`src/rtl/mem_access_pkg.sv`:
```
// Shared encodings for the memory-stage load/store unit and its helpers.
package mem_access_pkg;

    // Funct3 access size/sign encodings
    localparam logic [2:0] F3_B  = 3'b000;
    localparam logic [2:0] F3_H  = 3'b001;
    localparam logic [2:0] F3_W  = 3'b010;
    localparam logic [2:0] F3_BU = 3'b100;
    localparam logic [2:0] F3_HU = 3'b101;

    // Byte-enable patterns before shifting by the address offset
    localparam logic [3:0] BE_BYTE = 4'b0001;
    localparam logic [3:0] BE_HALF = 4'b0011;
    localparam logic [3:0] BE_WORD = 4'b1111;

    typedef enum logic [1:0] {
        IDLE = 2'd0,
        BUSY = 2'd1,
        DONE = 2'd2
    } stateT;

    // Stores only come in signed sizes; loads also allow the unsigned forms.
    function automatic logic funct3Legal(input logic [2:0] funct3, input logic isStore);
        logic legal;
        legal = (funct3 == F3_B) || (funct3 == F3_H) || (funct3 == F3_W);
        if (!isStore) begin
            legal = legal || (funct3 == F3_BU) || (funct3 == F3_HU);
        end
        return legal;
    endfunction

endpackage

```
`src/rtl/load_align.sv`:
```
// Moves the addressed byte/halfword of a bus word down to bit 0 and
// sign- or zero-extends it according to the load type.
module load_align
    import mem_access_pkg::*;
(
    input  logic [31:0] rdata,
    input  logic [1:0]  offset,
    input  logic [2:0]  funct3,
    output logic [31:0] formatted
);

    logic [31:0] lane;

    // Lane select followed by extension; unknown encodings yield zero.
    always_comb begin
        lane = rdata >> {offset, 3'b000};
        case (funct3)
            F3_B:    formatted = {{24{lane[7]}}, lane[7:0]};
            F3_H:    formatted = {{16{lane[15]}}, lane[15:0]};
            F3_W:    formatted = rdata;
            F3_BU:   formatted = {24'd0, lane[7:0]};
            F3_HU:   formatted = {16'd0, lane[15:0]};
            default: formatted = '0;
        endcase
    end

endmodule

```
`src/rtl/mem_access_unit.sv`:
```
// M-stage load/store unit: single-outstanding request/ready bus master
// that stalls the pipeline while an access is in flight.
module mem_access_unit
    import mem_access_pkg::*;
#(
    parameter int TIMEOUT = 16
) (
    input  logic        clk,
    input  logic        reset,
    input  logic        MemReadM,
    input  logic        MemWriteM,
    input  logic [2:0]  Funct3M,
    input  logic [31:0] ALUResultM,
    input  logic [31:0] WriteDataM,
    output logic [31:0] ReadDataM,
    output logic        StallM,
    output logic        MisalignM,
    output logic        BusErrM,
    output logic        bus_req,
    output logic        bus_we,
    output logic [31:0] bus_addr,
    output logic [3:0]  bus_be,
    output logic [31:0] bus_wdata,
    input  logic        bus_ready,
    input  logic [31:0] bus_rdata
);

    localparam int               CNT_W    = (TIMEOUT > 1) ? $clog2(TIMEOUT) : 1;
    localparam logic [CNT_W-1:0] CNT_LAST = CNT_W'(TIMEOUT - 1);

    stateT            state;
    stateT            stateNext;
    logic [CNT_W-1:0] waitCount;
    logic [1:0]       offset;
    logic             isAccess;
    logic             isStore;
    logic             isFault;
    logic             startAccess;
    logic             timedOut;
    logic [3:0]       beNext;
    logic [31:0]      wdataNext;
    logic [2:0]       funct3Q;
    logic [1:0]       offsetQ;
    logic [31:0]      resultQ;
    logic [31:0]      loadData;

    assign offset = ALUResultM[1:0];

    // Classify the M-stage instruction and detect illegal or misaligned accesses.
    always_comb begin
        // NOTE: every variable gets a value before any branch so no latch is inferred.
        isAccess = MemReadM | MemWriteM;
        isStore  = MemWriteM;
        isFault  = 1'b0;
        if (isAccess) begin
            if (!funct3Legal(Funct3M, isStore)) begin
                isFault = 1'b1;
            end else if ((Funct3M[1:0] == 2'b01) && offset[0]) begin
                isFault = 1'b1;
            end else if ((Funct3M[1:0] == 2'b10) && (offset != 2'b00)) begin
                isFault = 1'b1;
            end
        end
    end

    assign startAccess = (state == IDLE) && isAccess && !isFault;
    assign timedOut    = (state == BUSY) && !bus_ready && (waitCount == CNT_LAST);

    // Byte enables and lane-replicated store data for the requested size.
    always_comb begin
        case (Funct3M[1:0])
            2'b00: begin
                beNext    = BE_BYTE << offset;
                wdataNext = {4{WriteDataM[7:0]}};
            end
            2'b01: begin
                beNext    = BE_HALF << offset;
                wdataNext = {2{WriteDataM[15:0]}};
            end
            default: begin
                beNext    = BE_WORD;
                wdataNext = WriteDataM;
            end
        endcase
    end

    // Next-state logic; ready in the last allowed cycle beats the timeout.
    always_comb begin
        stateNext = state;
        case (state)
            IDLE:    if (startAccess) stateNext = BUSY;
            BUSY:    if (bus_ready || timedOut) stateNext = DONE;
            DONE:    stateNext = IDLE;
            default: stateNext = IDLE;
        endcase
    end

    // State register.
    always_ff @(posedge clk or negedge reset) begin
        // NOTE: non-blocking assignments keep every flop sampling pre-edge values.
        if (!reset) state <= IDLE;
        else        state <= stateNext;
    end

    // Cycles spent waiting in BUSY; cleared whenever the access finishes.
    always_ff @(posedge clk or negedge reset) begin
        if (!reset) begin
            waitCount <= '0;
        end else if ((state == BUSY) && !bus_ready && !timedOut) begin
            waitCount <= waitCount + CNT_W'(1);
        end else begin
            waitCount <= '0;
        end
    end

    // Request valid is high exactly while the FSM sits in BUSY.
    always_ff @(posedge clk or negedge reset) begin
        if (!reset) bus_req <= 1'b0;
        else        bus_req <= (stateNext == BUSY);
    end

    // Capture the access when it is accepted so the bus sees stable values.
    always_ff @(posedge clk or negedge reset) begin
        if (!reset) begin
            bus_we    <= 1'b0;
            bus_addr  <= '0;
            bus_be    <= '0;
            bus_wdata <= '0;
            funct3Q   <= '0;
            offsetQ   <= '0;
        end else if (startAccess) begin
            bus_we    <= isStore;
            bus_addr  <= {ALUResultM[31:2], 2'b00};
            bus_be    <= beNext;
            bus_wdata <= wdataNext;
            funct3Q   <= Funct3M;
            offsetQ   <= offset;
        end
    end

    load_align uLoadAlign (
        .rdata     (bus_rdata),
        .offset    (offsetQ),
        .funct3    (funct3Q),
        .formatted (loadData)
    );

    // Result register: formatted load data, or zero for stores and timeouts.
    always_ff @(posedge clk or negedge reset) begin
        if (!reset) begin
            resultQ <= '0;
        end else if ((state == BUSY) && bus_ready) begin
            resultQ <= bus_we ? 32'd0 : loadData;
        end else if (timedOut) begin
            resultQ <= '0;
        end
    end

    // Pipeline-facing outputs; reset gating makes the stall drop immediately.
    assign StallM    = reset & (startAccess | (state == BUSY));
    assign MisalignM = reset & (state == IDLE) & isAccess & isFault;
    assign BusErrM   = timedOut;
    assign ReadDataM = (state == DONE) ? resultQ : 32'd0;

endmodule
```
`config.mk`:
```
export PLATFORM = sky130hd
export DESIGN_NAME = mem_access_unit
export DESIGN_NICKNAME = d
export VERILOG_FILES = /design/src/rtl/mem_access_pkg.sv /design/src/rtl/load_align.sv /design/src/rtl/mem_access_unit.sv
export SDC_FILE = /design/constraint.sdc
export NUM_CORES = 1
export LEC_CHECK = 0
export ABC_AREA = 1
export BUFFER_PORTS_ARGS = -buffer_cell sky130_fd_sc_hd__buf_2
export CAP_MARGIN = 20
export CORE_MARGIN = 5
export CORE_UTILIZATION = 45
export DETAILED_ROUTE_END_ITERATION = 8
export GPL_TIMING_DRIVEN = 0
export PLACE_DENSITY = 0.72
export SLEW_MARGIN = 10
export SYNTH_ARGS = -nofsm -noshare
export SYNTH_HDL_FRONTEND = slang
export SYNTH_SLANG_ARGS = --single-unit
```
`constraint.sdc`:
```
create_clock -name clk -period 2.3 [get_ports clk]
set_input_delay 0.115 -clock clk [delete_from_list [all_inputs] [get_ports clk]]
set_output_delay 0.115 -clock clk [all_outputs]
set_load 0.02 [all_outputs]
```
==> reports/results.tsv, run 1 <==
metric	value	unit
run status	completed	
setup repair bufs after CTS	0	
die area	15300	um^2
slew at the pin closest to its max-slew limit	0.610	ns
# DRC	0	
fraction of final layout cells sized beyond drive strength 1	26.7	%
number of nets with antenna violations after detailed routing	0	
Hold Fails Final Rpt	0	
mean cell area of the mapped netlist	7.19	um^2
clock tree from TritonCTS	built	
Crit. End Element	output port	
arrival time of the worst setup path	1.89	ns
start-to-end type of the worst setup path	flip-flop to output port	
buffers from clock root to sink, at most	2	
synthesized instance count	811	
Worst Clk Skew	0.0116	ns
proportion of register bits with asynchronous set or reset after synthesis	100	%
most used flip-flop cell after synthesis	sky130_fd_sc_hd__dfrtp_1	
Initial Utilization	46.0	%
pwr/cell area	1040	nW/um^2
share of the clock period used by the worst path after layout	87.3	%
total clock buffers created by CTS	9	
number of diodes added for antenna fixing	0	
RSZ-0062 raised after global routing	no	
Max Cap Violations	0	
quantity of gates resized following cts	0	
estimated wirelength of the detail-placed design	13400	um
via/cell ratio	4.84	
path type of the worst min-delay path	input port to flip-flop	
core footprint	12700	um^2
worst-skew pair later-pin latency	0.36	ns
total global routing track utilization	23.9	%
ports placed on the boundary	209	
detailed router's first-iteration violation count	375	
count of synthesis-stage warnings from yosys	0	
number of H-tree branching levels	3	
first-pass GRT wire length	28500	um
Static Leak	4.51	nW
first drt pass iteration count	5	
Seq cells post-synth	111	
sum of negative setup slack	0	ns
height of the die	124	um
CTS root buffer	sky130_fd_sc_hd__clkbuf_16	
remaining global-route overflow	0	
largest cells by area after synthesis	sky130_fd_sc_hd__dfrtp_1 (48%), sky130_fd_sc_hd__nand2_1 (25%), sky130_fd_sc_hd__inv_1 (4.6%)	
number of synthesized flops with an enable pin	0	
clock transition at the registers of the reported paths	0.08	ns
peak clock frequency supported by timing	0.498	GHz
TritonCTS Sinks	111	
number of buffers inserted by port buffering	205	
library cell occupying the most area in the post-synthesis netlist	sky130_fd_sc_hd__dfrtp_1	
wire length per cell	14.7	um
most common cell in the netlist	sky130_fd_sc_hd__nand2_1	
sequential cell area fraction in the yosys report	47.6	%
top cell type's share of synthesized area	47.6	%
number of antenna violations at the first check in global routing	0	
die width	124	um
nets	1164	
crit path time final	2.01	ns
final slew viol count	0	
worst hold-check slack	0.00914	ns
maximum vdd drop	590	uV
cell types with the highest counts after synthesis	sky130_fd_sc_hd__nand2_1 (393), sky130_fd_sc_hd__dfrtp_1 (111), sky130_fd_sc_hd__inv_1 (71)	
count of endpoints failing setup in the final report	0	
sort of element at the start of the critical path	flip-flop	
Yosys cell types	29	
largest net degree at the start of global routing	79	
total standard cell area after synthesis	5830	um^2
number of global-route vias before repair	5773	
normalized max-slew margin	59.3	%
CP Data Required Time	2.18	ns
Routability Congestion	0.914	
Filler cells	1182	
drt total wl	18100	um
largest fanout of any net on the critical path	10	
Area growth, synth to finish	32.3	%
via total after detailed routing	5977	
number of placement rows	41	
==> metrics by stage <==
stage | setup slack [ns] | utilization [%] | cells | power (W) | instance area (um^2)
2_1_floorplan | 0.636 | - | 812 | 0.00528 | 5840
3_3_place_gp | -0.358 | 55.9 | 1189 | 0.00632 | 7080
3_5_place_dp | 0.668 | 56.1 | 1190 | 0.00638 | 7110
4_1_cts | 0.271 | 60.9 | 1236 | 0.00803 | 7710
5_1_grt | 0.150 | 60.9 | 1236 | 0.00859 | 7710
6_report | 0.291 | 60.9 | 1236 | 0.00802 | 7710
==> final timing paths <==
kind / from / to / slack [ns] / cells after the start
setup / recovery: state[1]$_DFF_PN0_ / StallM / 0.29 / 6
max in group asynchronous: reset / bus_wdata[1]$_DFFE_PN0P_ / 1.39 / 3
setup reg to reg: waitCount[0]$_DFF_PN0_ / resultQ[9]$_DFFE_PN0P_ / 0.71 / 7
hold / removal: ALUResultM[26] / bus_addr[26]$_DFFE_PN0P_ / 0.009 / 3
hold reg to reg: waitCount[0]$_DFF_PN0_ / waitCount[0]$_DFF_PN0_ / 0.47 / 1
min in group asynchronous: reset / resultQ[19]$_DFFE_PN0P_ / 0.22 / 2
==> area by class of cell <==
cell class              count  area, um^2  area share [%]
clock inverters             7        77.6            1.01
well taps                 172         215            2.79
multi-input cells         582        2480            32.2
repair buffers            236        1360            17.6
flip-flops and latches    111        2780            36.0
plain buffers              44         292            3.78
clock buffers               9         225            2.92
inverters                  75         282            3.65
==> placed cells by master, fill, tap and decap left out, types with 7 or more instances in the layout <==
cell type                       synthesis  final
sky130_fd_sc_hd__nand3_2               12     12
sky130_fd_sc_hd__dlygate4sd3_1          0     30
sky130_fd_sc_hd__buf_6                  8      9
sky130_fd_sc_hd__buf_4                  7      7
sky130_fd_sc_hd__buf_2                 22    226
sky130_fd_sc_hd__o21ai_0               53     53
sky130_fd_sc_hd__inv_1                 71     71
sky130_fd_sc_hd__dfrtp_1              111    111
sky130_fd_sc_hd__clkbuf_16              0      9
sky130_fd_sc_hd__o211ai_1               7      7
sky130_fd_sc_hd__nor2_1                45     45
sky130_fd_sc_hd__a21oi_1               20     20
sky130_fd_sc_hd__nand3_1               36     36
sky130_fd_sc_hd__nand2_1              393    393
==> registers in the layout, summed over array words and instances, names as in the netlist <==
name / flops
bus_addr: 30
bus_be: 4
bus_req: 1
bus_wdata: 32
bus_we: 1
funct3Q: 3
offsetQ: 2
resultQ: 32
state: 2
waitCount: 4
==> power by group <==
| group | internal, W | switching (W) | total (W) |
|---|---|---|---|
| Clock | 0.000776 | 0.000826 | 0.00160 |
| Combinational | 0.00120 | 0.00215 | 0.00335 |
| Sequential | 0.00265 | 0.000411 | 0.00306 |
==> timing repair <==
action / 4_1_cts / 5_1_grt
endpoints found under the setup margin: 0 / 0
hold buffers: 30 / 0
endpoints found under the hold margin: 64 / 0
==> per-layer routing <==
layer | track usage, % | share of wire [%]
met1 | 30.9 | 42
met2 | 39.3 | 47
met3 | 6.45 | 9.6
met4 | 7.27 | 1.7
met5 | 0 | 0
==> critical path: stages, from the launching register on <==
cell                       delay (ns)
sky130_fd_sc_hd__dfrtp_1         0.40
sky130_fd_sc_hd__nor3_1          0.30
sky130_fd_sc_hd__nand3_2         0.13
sky130_fd_sc_hd__buf_6           0.16
sky130_fd_sc_hd__buf_2           0.18
sky130_fd_sc_hd__a21boi_0        0.16
sky130_fd_sc_hd__buf_2           0.20
==> logic make-up after synthesis <==
kind of cell,Yosys count,share of synthesized area [%]
simple gates,495,34.5
buf+inv,119,9.83
flops,111,47.6
compound gates,82,7.44
xor+xnor,2,0.300
fa+ha+maj,1,0.215
other cells,1,0.0643
(Power assumes the default switching activity.)
==> run 2, diff against run 1 <==
PLACE_DENSITY = 0.75   (was 0.72)
clock period = 1.6 ns   (was 2.3 ns; I/O delays follow)
==> reports/results.tsv, run 2 (synthesis gave the netlist of run 1 again) <==
metric	value	unit	change
Hold Fails Final Rpt	43		+43
path type of the worst min-delay path	input port to asynchronous set/reset pin		
Crit. End Element	output port		
GRT Max-Usage Layer	met2		
number of non-filler instances in the completed layout	1242		+0.49%
met1 track demand over resource	31.5	%	+0.61 points
count of endpoints failing setup in the final report	1		+1
peak clock frequency supported by timing	0.616	GHz	
die area	15300	um^2	unchanged
remaining global-route overflow	0		unchanged
worst-skew pair later-pin latency	0.35	ns	about the same
RSZ-0062 raised after global routing	yes		
arrival time of the worst setup path	1.54	ns	-0.35 ns
estimated wirelength of the detail-placed design	13500	um	+0.14%
number of global-route vias before repair	5860		+1.5%
share of the clock period used by the worst path after layout	101	%	
# DRC	0		unchanged
pwr/cell area	1480	nW/um^2	+42%
clock transition at the registers of the reported paths	0.07	ns	about the same
die width	124	um	unchanged
Worst Clk Skew	0.00643	ns	-0.00522 ns
height of the die	124	um	unchanged
Routability Congestion	0.939		+2.7%
total clock buffers created by CTS	9		unchanged
start-to-end type of the worst setup path	flip-flop to output port		
number of H-tree branching levels	3		unchanged
Static Leak	4.58	nW	+1.6%
Initial Utilization	46.0	%	unchanged
final slew viol count	0		unchanged
sort of element at the start of the critical path	flip-flop		
number of diodes added for antenna fixing	0		unchanged
crit path time final	1.62	ns	
commonest non-fill, non-tap cells in the layout	sky130_fd_sc_hd__nand2_1 (392), sky130_fd_sc_hd__buf_2 (217), sky130_fd_sc_hd__dfrtp_1 (110)		
nets	1170		+0.52%
CTS root buffer	sky130_fd_sc_hd__clkbuf_16		
violations in the final reports	hold timing, setup timing		
number of antenna violations at the first check in global routing	0		unchanged
detailed router's first-iteration violation count	373		-0.53%
wire length per cell	14.9	um	+1.7%
first drt pass iteration count	5		unchanged
post-placement cell count	1190		unchanged
sum of negative setup slack	-0.0229	ns	-0.0229 ns
most common cell after layout, fill and taps aside	sky130_fd_sc_hd__nand2_1		
met3 usage in global routing	6.81	%	+0.36 points
buffers from clock root to sink, at most	2		unchanged
number of placement rows	41		unchanged
first-pass GRT wire length	28800	um	+1.3%
fraction of final layout cells sized beyond drive strength 1	28.5	%	+1.8 points
smallest setup slack after layout	-0.0229	ns	-0.314 ns
core footprint	12700	um^2	unchanged
TritonCTS Sinks	111		unchanged
via/cell ratio	4.88		+0.92%
run status	finished, violations left		
number of nets with antenna violations after detailed routing	0		unchanged
largest net degree at the start of global routing	74		-6.3%
number of buffers inserted by port buffering	205		unchanged
top flop regs	bus_wdata (32), resultQ (32), bus_addr (30)		
fraction of met2 tracks used by global routing	38.1	%	-1.1 points
largest fanout of any net on the critical path	7		-3
number of buffers inserted for hold repair after clock tree synthesis	30		unchanged
drt total wl	18500	um	+2.2%
worst hold-check slack	-0.376	ns	-0.385 ns
maximum vdd drop	891	uV	+51%
CP Data Required Time	1.52	ns	-0.66 ns
Max Cap Violations	0		unchanged
clock tree from TritonCTS	built		
via total after detailed routing	6061		+1.4%
ports placed on the boundary	209		unchanged
Area growth, synth to finish	35.8	%	
total global routing track utilization	24.1	%	+0.23 points
run 2: cell count changes in the layout (fill, tap and decap cells not counted), moves of 3 or more:
cell and delta:
sky130_fd_sc_hd__buf_2 -9, sky130_fd_sc_hd__buf_4 +9, sky130_fd_sc_hd__buf_6 +5, sky130_fd_sc_hd__clkbuf_8 +3
sky130_fd_sc_hd__o21ai_0 -9, sky130_fd_sc_hd__o21ai_1 +8
run 2: per-layer routing:
layer  up-vias  routed length [um]
met1      2799                7880
met3        28                1740
li1       2976                   -
met5         -                   0
met4         0                 425
met2       258                8470
run 2: worst max-delay path, cell delays in order, from the launching register on:
cell and delay (ns):
sky130_fd_sc_hd__dfrtp_2 0.45, sky130_fd_sc_hd__nor3_4 0.21, sky130_fd_sc_hd__nand3_2 0.13, sky130_fd_sc_hd__buf_12 0.15, sky130_fd_sc_hd__a21boi_4 0.12, sky130_fd_sc_hd__buf_6 0.13
run 2: repair_timing:
action	in CTS	in global routing
setup buffers	1	6
setup endpoints to repair	62	76
gates resized for setup	13	48
pin swaps	2	4
hold endpoints to repair	70	40
run 2: worst paths after layout:
| kind | slack (ns) | startpoint | end | cells after the start |
|---|---|---|---|---|
| setup / recovery | -0.02 | state[1]$_DFF_PN0_ | StallM | 5 |
| hold reg to reg | 0.47 | bus_addr[19]$_DFFE_PN0P_ | bus_addr[19]$_DFFE_PN0P_ | 2 |
| hold / removal | -0.38 | reset | resultQ[20]$_DFFE_PN0P_ | 1 |
| setup reg to reg | 0.07 | state[1]$_DFF_PN0_ | bus_addr[16]$_DFFE_PN0P_ | 7 |
| max in group asynchronous | 1.28 | reset | state[1]$_DFF_PN0_ | 2 |
| min in group clk | 0 | WriteDataM[5] | bus_wdata[5]$_DFFE_PN0P_ | 3 |
run 2: cell type report:
type / instances / area [um^2]
Multi-Input combinational cell: 582 / 2570
Tap cell: 172 / 215
Fill cell: 1191 / 4750
Buffer: 43 / 350
Timing Repair Buffer: 243 / 1430
Inverter: 75 / 284
Sequential cell: 111 / 2780
Clock inverter: 5 / 56.3
Clock buffer: 11 / 243
run 2: report_power, final:
| group | switching (W) | internal (W) | leakage (nW) |
|---|---|---|---|
| Sequential | 0.000618 | 0.00382 | 1.42 |
| Clock | 0.00106 | 0.00126 | 0.146 |
| Combinational | 0.00315 | 0.00182 | 3.02 |
| Total | 0.00483 | 0.00690 | 4.58 |
run 2: metrics by stage:
| step | util (%) | hold slack [ns] | cell area, um^2 | setup slack (ns) | total power [W] |
|---|---|---|---|---|---|
| floorplan | - | -0.216 | 5840 | 0.131 | 0.00759 |
| global placement | 55.9 | 0.274 | 7080 | -0.970 | 0.00908 |
| detailed placement | 56.1 | 0.0104 | 7110 | -0.0419 | 0.00918 |
| CTS | 61.2 | -0.365 | 7760 | -0.0520 | 0.0116 |
| global route | 62.5 | -0.348 | 7920 | -0.0856 | 0.0125 |
| finish | 62.5 | -0.376 | 7920 | -0.0229 | 0.0117 |
==> run 3, diff against run 2 <==
CTS_BUF_LIST = sky130_fd_sc_hd__clkbuf_16   (was default)
CTS_CLUSTER_SIZE = 8   (was default)
SETUP_SLACK_MARGIN = 0.5   (was default)
==> reports/results.tsv, run 3 (synthesis gave the netlist of run 1 again) <==
metric	value	unit	change
capture instance of the worst register-to-register path	bus_addr[23]$_DFFE_PN0P_		
path type of the worst min-delay path	input port to asynchronous set/reset pin		
number of H-tree branching levels	3		unchanged
height of the die	124	um	unchanged
total global routing track utilization	25.2	%	+1.1 points
Worst R2R Start	state[1]$_DFF_PN0_		
drt total wl	18700	um	+1.2%
logic gate share of total power	43.3	%	+0.9 points
largest net degree at the start of global routing	83		+12%
number of buffers inserted by port buffering	205		unchanged
TritonCTS Sinks	111		unchanged
fraction of final layout cells sized beyond drive strength 1	28.8	%	+0.29 points
delay of the slowest cell on the worst path	0.42	ns	-0.03 ns
FF-to-FF setup slack	0.02	ns	-0.05 ns
remaining global-route overflow	0		unchanged
arrival time of the worst setup path	1.60	ns	+0.06 ns
Max Cap Violations	0		unchanged
clock group share of total power	19.5	%	-0.3 points
Initial Utilization	46.0	%	unchanged
sort of element at the start of the critical path	flip-flop		
count of endpoints failing setup in the final report	1		unchanged
number of antenna violations at the first check in global routing	0		unchanged
Filler cells	1180		-0.92%
final cell utilization of the core	63.2	%	+0.72 points
number of non-filler instances in the completed layout	1245		+0.24%
maximum vdd drop	953	uV	+6.9%
estimated wirelength of the detail-placed design	13600	um	+1.2%
commonest non-fill, non-tap cells in the layout	sky130_fd_sc_hd__nand2_1 (390), sky130_fd_sc_hd__buf_2 (209), sky130_fd_sc_hd__dfrtp_1 (110)		
Worst Clk Skew	0.00551	ns	-0.000919 ns
most common cell after layout, fill and taps aside	sky130_fd_sc_hd__nand2_1		
sequential cell fraction of total power	37.3	%	-0.5 points
buffers from clock root to sink, at most	2		unchanged
run status	finished, violations left		
Area growth, synth to finish	37.4	%	
number of diodes added for antenna fixing	0		unchanged
wire length per cell	15.1	um	+1.0%
pwr/cell area	1480	nW/um^2	about the same
share of the clock period used by the worst path after layout	105	%	+3.5 points
switching power as a share of total power	41.5	%	+0.27 points
via/cell ratio	4.93		+0.99%
final slew viol count	0		unchanged
post-placement cell count	1190		unchanged
clock transition at the registers of the reported paths	0.07	ns	about the same
worst-skew pair later-pin latency	0.36	ns	about the same
core footprint	12700	um^2	unchanged
top flop regs	bus_wdata (32), resultQ (32), bus_addr (30)		
die area	15300	um^2	unchanged
sequence of cells on the critical path	nor3_2 -> nand3_2 -> buf_6 -> buf_8 -> a21boi_4 -> buf_6		
cell count of the worst reg-to-reg path	8		+1
CP Data Required Time	1.52	ns	about the same
largest fanout of any net on the critical path	3		-4
smallest setup slack after layout	-0.0796	ns	-0.0566 ns
cell type of the slowest stage on the worst timing path	sky130_fd_sc_hd__dfrtp_1		
Crit. End Element	output port		
Hold Fails Final Rpt	111		+160%
clock tree from TritonCTS	built		
nets	1173		+0.26%
via total after detailed routing	6136		+1.2%
Routability Congestion	0.924		-1.6%
Static Leak	4.62	nW	+0.82%
first-pass GRT wire length	29900	um	+3.9%
start-to-end type of the worst setup path	flip-flop to output port		
total clock buffers created by CTS	9		unchanged
number of nets with antenna violations after detailed routing	0		unchanged
peak clock frequency supported by timing	0.595	GHz	-3.4%
Total Power Consumption	0.0119	W	+1.2%
crit path time final	1.68	ns	+0.0566 ns
die width	124	um	unchanged
ports placed on the boundary	209		unchanged
number of buffers inserted for hold repair after clock tree synthesis	33		+10%
# DRC	0		unchanged
violations in the final reports	hold timing, setup timing		
cell seen most often among critical-path stages	sky130_fd_sc_hd__buf_6		
total net switching power	0.00492	W	+1.9%
CTS root buffer	sky130_fd_sc_hd__clkbuf_16		
number of placement rows	41		unchanged
number of global-route vias before repair	6073		+3.6%
RSZ-0062 raised after global routing	yes		
worst hold-check slack	-0.410	ns	-0.0340 ns
internal power of the cells	0.00695	W	+0.73%
detailed router's first-iteration violation count	392		+5.1%
first drt pass iteration count	6		+1
-- run 3: cell count changes in the layout (fill, tap and decap cells not counted), sizes merged --
cell / change
dlygate4sd3: +3
clkbuf: -2
clkinv: +2
-- run 3: cell type report --
type	count	area [um^2]	share of cell area, %
plain buffers	44	408	5.09
clock buffers	9	225	2.81
clock inverters	7	72.6	0.906
inverters	75	287	3.58
multi-input cells	582	2560	32.0
flip-flops and latches	111	2780	34.7
well taps	172	215	2.69
repair buffers	245	1460	18.3
-- run 3: timing repair --
item	4_1_cts	5_1_grt
resized for setup	56	19
cloned	1	0
setup endpoints to repair	145	143
hold endpoints to repair	87	31
pin swaps	5	3
buffers inserted	5	0
-- run 3: worst max-delay path, delay by kind of cell (launching register included) --
kind	cells	cell delay [ns]
compound gates	1	0.12
flops	1	0.42
simple gates	2	0.32
buf+inv	3	0.37
-- run 3: per-stage QoR --
step	cell area, um^2	TNS, ns	worst slack (ns)
after CTS	7980	-1.37	-0.146
after floorplan	5890	0	0.347
after detailed placement	7160	0	0.0869
after global placement	7130	-103.79	-1.12
after global routing	8010	-0.950	-0.145
final	8010	-0.0796	-0.0796
-- run 3: power groups by stage --
stage,combinational [W],sequential (W),clock [W]
CTS,0.00510,0.00440,0.00236
floorplan,0.00254,0.00510,0
detailed placement,0.00484,0.00441,0
finish,0.00514,0.00442,0.00231
global placement,0.00474,0.00442,0
global route,0.00570,0.00454,0.00249
-- run 3: worst max-delay path by stage --
stage	startpoint	to	slack, ns	cells past startpoint
final	state[1]$_DFF_PN0_	StallM	-0.08	6
after global routing	state[1]$_DFF_PN0_	StallM	-0.15	6
after CTS	state[1]$_DFF_PN0_	StallM	-0.15	6
after floorplan	state[0]$_DFF_PN0_	bus_addr[23]$_DFFE_PN0P_	0.35	7
after detailed placement	funct3Q[0]$_DFFE_PN0P_	resultQ[4]$_DFFE_PN0P_	0.09	7
after global placement	reset	offsetQ[0]$_DFFE_PN0P_	-1.12	1
-- run 3: per-layer routing --
metal  global-route usage [%]  wire length, um
met5                        0                0
met4                     11.8              612
met3                     6.45             1830
met2                     40.4             8670
met1                     32.0             7630
